===== src/rtl/ccc_lock_pkg.sv =====
// Shared types and helpers for the CCC lock sequencer.
package ccc_lock_pkg;

  typedef enum logic [2:0] {
    IDLE,
    FILTER,
    RELEASE,
    RUN,
    LOST
  } state_t;

  // Widest divisor the clamp helper handles; channel divisors are zero-extended into it.
  localparam int MAX_DIV_W = 32;

  function automatic logic [MAX_DIV_W-1:0] clamp_div(input logic [MAX_DIV_W-1:0] d);
    return (d == '0) ? MAX_DIV_W'(1) : d;
  endfunction

endpackage


===== src/rtl/ce_divider.sv =====
// One channel clock-enable divider: pulses ce once every div cycles while enabled.
module ce_divider
  import ccc_lock_pkg::*;
#(
  parameter int DIV_W = 8
) (
  input  logic             clk,
  input  logic             clr,
  input  logic             en,
  input  logic [DIV_W-1:0] div,
  output logic             ce
);

  logic [DIV_W-1:0] cnt;
  logic [DIV_W-1:0] term;

  // A divisor of 0 behaves as 1, so the terminal count is never negative.
  assign term = DIV_W'(clamp_div(MAX_DIV_W'(div)) - MAX_DIV_W'(1));

  always_ff @(posedge clk) begin
    if (clr) begin
      cnt <= '0;
      ce  <= 1'b0;
    end else if (en) begin
      if (cnt == term) begin
        cnt <= '0;
        ce  <= 1'b1;
      end else begin
        cnt <= cnt + 1'b1;
        ce  <= 1'b0;
      end
    end else begin
      ce <= 1'b0;
    end
  end

endmodule


===== src/rtl/ccc_lock_sequencer.sv =====
// Filters PLL lock, releases channel resets one at a time with a stagger,
// drives per-channel clock enables and records loss-of-lock events.
module ccc_lock_sequencer
  import ccc_lock_pkg::*;
#(
  parameter int NUM_CH    = 4,
  parameter int DIV_W     = 8,
  parameter int LOCK_FILT = 64,
  parameter int STAGGER   = 16,
  parameter int CNT_W     = 8
) (
  input  logic                    SYSCLK,
  input  logic                    SYSRESET,
  input  logic                    PLL_LOCK,
  input  logic [NUM_CH*DIV_W-1:0] DIV,
  input  logic                    CLR_LOST,
  output logic [NUM_CH-1:0]       CH_RST,
  output logic [NUM_CH-1:0]       CE,
  output logic                    READY,
  output logic                    LOCK_LOST,
  output logic [CNT_W-1:0]        LOSS_COUNT
);

  localparam int FILT_W = $clog2(LOCK_FILT + 1);
  localparam int STG_W  = $clog2(STAGGER + 1);
  localparam int IDX_W  = (NUM_CH > 1) ? $clog2(NUM_CH) : 1;

  state_t                    state;
  logic                      lock_meta;
  logic                      lock_s;
  logic [FILT_W-1:0]         filt_cnt;
  logic [STG_W-1:0]          stg_cnt;
  logic [IDX_W-1:0]          idx;
  logic [NUM_CH*DIV_W-1:0]   div_q;
  logic                      lose;
  logic                      div_clr;

  assign lose    = ((state == RELEASE) || (state == RUN)) && !lock_s;
  assign div_clr = SYSRESET || lose || (state == IDLE) || (state == LOST);

  always_ff @(posedge SYSCLK) begin
    if (SYSRESET) begin
      lock_meta  <= 1'b0;
      lock_s     <= 1'b0;
      state      <= IDLE;
      filt_cnt   <= '0;
      stg_cnt    <= '0;
      idx        <= '0;
      div_q      <= '0;
      CH_RST     <= '1;
      READY      <= 1'b0;
      LOCK_LOST  <= 1'b0;
      LOSS_COUNT <= '0;
    end else begin
      lock_meta <= PLL_LOCK;
      lock_s    <= lock_meta;

      if (CLR_LOST) LOCK_LOST <= 1'b0;

      case (state)
        IDLE: begin
          CH_RST   <= '1;
          READY    <= 1'b0;
          filt_cnt <= '0;
          if (lock_s) state <= FILTER;
        end

        FILTER: begin
          if (!lock_s) begin
            state    <= IDLE;
            filt_cnt <= '0;
          end else if (filt_cnt == FILT_W'(LOCK_FILT - 1)) begin
            state   <= RELEASE;
            div_q   <= DIV;
            stg_cnt <= '0;
            idx     <= '0;
          end else begin
            filt_cnt <= filt_cnt + 1'b1;
          end
        end

        RELEASE, RUN: begin
          if (lose) begin
            state  <= LOST;
            CH_RST <= '1;
            READY  <= 1'b0;
            // NOTE: this non-blocking set comes after the CLR_LOST clear above,
            // so a loss in the same cycle as a clear request leaves the flag set.
            LOCK_LOST <= 1'b1;
            if (LOSS_COUNT != '1) LOSS_COUNT <= LOSS_COUNT + 1'b1;
          end else if (state == RELEASE) begin
            if (stg_cnt == '0) begin
              CH_RST[idx] <= 1'b0;
              stg_cnt     <= STG_W'(STAGGER - 1);
              idx         <= idx + 1'b1;
              if (idx == IDX_W'(NUM_CH - 1)) begin
                state <= RUN;
                READY <= 1'b1;
              end
            end else begin
              stg_cnt <= stg_cnt - 1'b1;
            end
          end
        end

        LOST:    state <= IDLE;
        default: state <= IDLE;
      endcase
    end
  end

  // Each divider runs only once its own channel is out of reset.
  for (genvar k = 0; k < NUM_CH; k++) begin : g_ch
    ce_divider #(
      .DIV_W(DIV_W)
    ) u_div (
      .clk(SYSCLK),
      .clr(div_clr),
      .en (!CH_RST[k]),
      .div(div_q[k*DIV_W +: DIV_W]),
      .ce (CE[k])
    );
  end

endmodule

===== config.mk =====
export PLATFORM = sky130hd
export DESIGN_NAME = ccc_lock_sequencer
export DESIGN_NICKNAME = d
export VERILOG_FILES = /design/src/rtl/ccc_lock_pkg.sv /design/src/rtl/ce_divider.sv /design/src/rtl/ccc_lock_sequencer.sv
export SDC_FILE = /design/constraint.sdc
export NUM_CORES = 1
export LEC_CHECK = 0
export BUFFER_PORTS_ARGS = -buffer_cell sky130_fd_sc_hd__buf_2
export CORE_UTILIZATION = 45
export DETAILED_ROUTE_END_ITERATION = 10
export SLEW_MARGIN = 20
export SYNTH_ARGS = -nofsm -noshare
export SYNTH_HDL_FRONTEND = slang
export SYNTH_SLANG_ARGS = --single-unit

===== constraint.sdc =====
create_clock -name SYSCLK -period 3.5 [get_ports SYSCLK]
set_input_delay 0.7 -clock SYSCLK [delete_from_list [all_inputs] [get_ports SYSCLK]]
set_output_delay 0.7 -clock SYSCLK [all_outputs]
set_load 0.005 [all_outputs]

Yosys cells after proc, flatten, opt, wreduce, memory -nomap -nowiden:

Index checks and enable logic that the tools add are counted.

* register bits: 101
* latch bits: 0
* memory bits (writable): 0
* ROM bits: 0
* bits of input ports: 36
* output and inout port bits: 18
* logic and storage cells: 135
* memories kept: 0

* $add $sub $neg: 12
* multipliers: 0
* div/mod/pow operators: 0
* $lt $le $gt $ge: 2
* equal/unequal tests: 22
* shifts and indexed selects: 0
* mux-type cells: 49
* bitwise operators: 2
* reductions and logical operators: 29

Operators by type and width (count)
* 2-to-1 mux 8 bit: 8
* adder 8 x 1 -> 8 bit (second input constant): 5
* == test 8 bit: 4
* zero test 8 bit: 4
* subtractor 8 x 1 -> 8 bit (second input constant): 4
* 2-to-1 mux 5 bit: 5
* 2-to-1 mux 3 bit: 7
* != test 3 bit (second input constant): 5
* 2-to-1 mux 7 bit: 2
* case mux 7 bit (2 select lines): 1
* 2-to-1 mux 1 bit: 12
* 2-to-1 mux 4 bit: 3
* != test 2 bit (second input constant): 6
* 2-to-1 mux 2 bit: 5
* case mux 5 bit (2 select lines): 1
* AND reduction 5 bit: 2
* OR reduction 2 bit: 5
* case mux 3 bit (3 select lines): 1
* AND reduction 3 bit: 3
* != test 8 bit (second input constant): 1
* case mux 4 bit (2 select lines): 1
* adder 7 x 1 -> 7 bit (second input constant): 1
* == test 7 x 6 -> 1 bit (second input constant): 1
* == test 3 x 2 -> 1 bit (second input constant): 2
* 21 further kinds: 27

Depth between registers and ports, before layout:

* word-level depth: 10
* depth in mapped cells: 11
* depth with buffers taken out: 10

By module:

Synthesis repeated with hierarchy kept, for this count alone.

* cell total of the unflattened synthesis: 610
* area, all modules: 5292.6 um^2

Modules (own cells, without submodules)
* ccc_lock_sequencer: instances 1, cells an instance 338, area each 2775.2 um^2, seq. area each 1301.2 um^2
* ce_divider: instances 4, cells an instance 68, area each 629.4 um^2, seq. area each 180.2 um^2

Worst setup path before layout:

Ideal clock, no wire load.

* path kind: register -> register
* start: register div_q[11]
* end: register g_ch[1].u_div.cnt[1]
* setup time: 117 ps
* arrival time: 2447 ps
* data required time: 3383 ps
* path slack: 935 ps
* cell stages (with the launch flop): 11
* path buffers: 2
* period minus slack after synthesis: 2565 ps
* cell sequence: dfxtp_1 buf_6 nor4_4 a21oi_1 ha_1 xnor2_1 a221o_1 a2111o_1 or4_1 buf_2 a32o_1

* word-level cells in the longest chain between the ends: 5

Ends and longest elaborated chain
* start: declaration: line ccc_lock_sequencer.sv:34 `logic [NUM_CH*DIV_W-1:0] div_q;`
* start signal: assignment: line ccc_lock_sequencer.sv:49 `div_q <= '0;`
* start signal: assignment: line ccc_lock_sequencer.sv:74 `div_q <= DIV;`
* zero test 8 bit: line ccc_lock_pkg.sv:16 `return (d == '0) ? MAX_DIV_W'(1) : d;`
* 2-to-1 mux 8 bit *: line ccc_lock_pkg.sv:16
* subtractor 8 x 1 -> 8 bit *: line ce_divider.sv:18 `assign term = DIV_W'(clamp_div(MAX_DIV_W'(div)) - MAX_DIV_W'(1));`
* == test 8 bit *: line ce_divider.sv:25 `if (cnt == term) begin`
* 2-to-1 mux 8 bit *: line ce_divider.sv:25
* end signal: assignment: line ce_divider.sv:29 `cnt <= cnt + 1'b1;`
* end: declaration: line ce_divider.sv:14 `logic [DIV_W-1:0] cnt;`

Every way passes the cells marked *; elsewhere a longest branch is shown, timed or not.
A chain may end at the register's enable or synchronous reset.

Worst setup path in the final report:

Same ends and word-level chain as after synthesis.

==> flow_summary.ini <==
[sta]
tns_ns = 0
finalSetupViolCount = 0
post-route-min-period_ns = 2.86
slew_violations = 0
max_freq_mhz = 350
slew_headroom = 0.325
worst_slew_pin_slew_ns = 1.01
rsz0062_at_grt = no
fin_crit_sh = 0.816
hold_viol = 0
skew_ns = 0.00629
whs_ns = 0.445

[synth]
syn_area_per_cell_um2 = 8.14
yosysSeqAreaShare = 0.387
ys.flop_type = dfxtp_1
yosysWarnings = 0
synth_area_um2 = 5220
ys_ff_latch = 101
ys_async_sr_fraction = 0
synth_edf_count = 0
synthDistinctLibCells = 58
syn_inst = 641
syn_nets = 692

[drt]
ant_nets = 0
vias = 4405
drt_pass1_iterations = 4
drt-total-wl_um = 11100
drt-initial-drc-count = 280
drc = 0
vias_per_cell = 5.38
detail_route.wl_per_cell_um = 13.5

[layout]
finalNetCount = 727
area_delta_synth_final_pct = 11.3
drive_above_1_share = 0.119
n_fill_cell = 1075
finalInstanceArea_um2 = 5810
final_cell_mix = dfxtp_1 (101), nand2_1 (94), a21oi_1 (58)
diodes = 0
final_core_util = 0.524
final_common_cell = dfxtp_1

[global_route]
grt_overflow_total = 0
track_usage = 0.199
grt_pass1_vias = 4098
grt_max_degree = 56
antenna_found_initial = 0
grt_first_pass_wirelength_um = 18700

[pwr]
totalPowerFinal_mw = 2.12
p_seq_frac = 0.544
ir_drop_mv = 0.399
p_sw_frac = 0.207
leakagePower_nw = 2.21
p_switching_mw = 0.438
internal_power_mw = 1.68
p_clk_frac = 0.437
power_density_nw_per_um2 = 365
combPwrFrac = 0.019

[critical_path]
end_kind = flop
crit_type = reg2reg
r2r_slack_ns = 0.64
r2r-start = div_q[11]
cp_data_required_time_ns = 3.74
worstSetupStartpointType = flop
worstRegToRegCells = 9
worstReg2RegEnd = g_ch[1].u_div.cnt[1]
arrival_ns = 3.09
cp_max_fo = 9

[die]
top_level_ports = 54
dieArea_um2 = 12000
num_rows = 38
core_area_um2 = 11100
initial_core_util = 0.471
die_w_um = 110
die_h_um = 110

[min_path]
hold-path-cell-count = 1
whs_endpoint = lock_s
hold_start = lock_meta
min_path_type = reg2reg

[run_status]
status = complete, no violations

[cts]
cts.repair.resized = 0
post_cts.repair.setup_buffers = 0
cts_made_buffers = 9
cts_sinks = 101
cts_buffer_depth = 2
root_buffer = clkbuf_16
clkLatencyLatePin_ns = 0.35
htree_levels = 3
clk_pin_slew_ns = 0.06
ctsHoldBuffers = 0
cts_tree = built

[job]
cap_viol_max_count = 0

[place]
hpwl_um = 7770
place_area_um2 = 5540
portBuffers = 53
place_congestion = 0.881
cell usage after synthesis (all sizes together) (3+ instances only):
cell type / n / area share
dfxtp: 101 / 0.39
nand2: 94 / 0.068
a21oi: 58 / 0.056
nor2: 46 / 0.033
nor3: 38 / 0.038
xor2: 34 / 0.057
xnor2: 33 / 0.055
clkbuf: 24 / 0.017
inv: 22 / 0.016
nand3: 20 / 0.019
o21ai: 20 / 0.020
ha: 15 / 0.036
and3: 13 / 0.016
nor2b: 13 / 0.016
nand2b: 11 / 0.013
nand4: 10 / 0.012
buf: 9 / 0.012
nor4: 7 / 0.011
a31oi: 5 / 0.0060
nor3b: 5 / 0.0072
o21a: 5 / 0.0072
a21o: 4 / 0.0058
nand3b: 4 / 0.0058
nor4b: 4 / 0.0067
o211a: 4 / 0.0077
or4: 4 / 0.0072
a2111oi: 3 / 0.0050
and2: 3 / 0.0036
mux2i: 3 / 0.0058
cell families after synthesis:
| family | synth area share |
|---|---|
| and+or+nand+nor | 0.267 |
| AOI/OAI and AO/OA | 0.145 |
| DFF | 0.387 |
| xor gates and xnor gates | 0.112 |
| buffers and inverters | 0.0446 |
| adders and majority gates | 0.0360 |
| muxes | 0.00791 |
layout make-up:
cell class / count / area, um^2 / share of cell area
inverters: 22 / 82.6 / 0.0142
multi-input cells: 485 / 2970 / 0.511
clock buffers: 12 / 256 / 0.0442
well taps: 140 / 175 / 0.0302
clock inverters: 2 / 10.0 / 0.00172
repair buffers: 57 / 295 / 0.0509
flip-flops and latches: 101 / 2020 / 0.348
worst max-delay path, cell delays in order, from the launching register on:
cell and delay [ns]:
dfxtp_1 0.41, nor4_4 0.30, a21oi_1 0.15, ha_1 0.26
nand2b_1 0.17, o211a_1 0.14, o31ai_1 0.22, nand4_1 0.10
or4_1 0.71, a32o_1 0.28
metrics by stage:
step	instances	setup slack, ns
after floorplan	641	0.935
after global placement	805	0.758
after detailed placement	805	0.672
after CTS	819	0.649
after global routing	819	0.419
final	819	0.643
layer usage:
layer	vias up	share of wire	track usage	wire, um
li1	2283	-	-	-
met1	2052	0.48	0.247	5310
met2	64	0.48	0.339	5260
met3	6	0.038	0.0545	417
met4	0	0.0072	0.0514	80
met5	-	0	0	0
registers in the layout, indices dropped and copies added (netlist names):
register and flops:
CH_RST 4, LOCK_LOST 1, LOSS_COUNT 8, READY 1, div_q 32, filt_cnt 7, g_ch.u_div.ce 4, g_ch.u_div.cnt 32
idx 2, lock_meta 1, lock_s 1, state 3, stg_cnt 5
power by group through the flow:
stage	registers [mW]	logic [mW]	clock network [mW]
2_1_floorplan	1.18	0.0163	0
3_5_place_dp	1.18	0.0396	0
4_1_cts	1.15	0.0397	0.964
6_report	1.15	0.0396	0.926
5_1_grt	1.15	0.0443	0.998
3_3_place_gp	1.18	0.0390	0
worst max path at each step:
stage / cells after the start / from / end
5_1_grt: 9 / div_q[2] / g_ch[0].u_div.cnt[5]
3_5_place_dp: 9 / div_q[11] / g_ch[1].u_div.cnt[1]
6_report: 9 / div_q[11] / g_ch[1].u_div.cnt[1]
2_1_floorplan: 10 / div_q[11] / g_ch[1].u_div.cnt[1]
3_3_place_gp: 8 / div_q[11] / g_ch[1].u_div.cnt[1]
4_1_cts: 9 / div_q[2] / g_ch[0].u_div.cnt[5]
No activity file was read; power rests on OpenSTA's default activity.
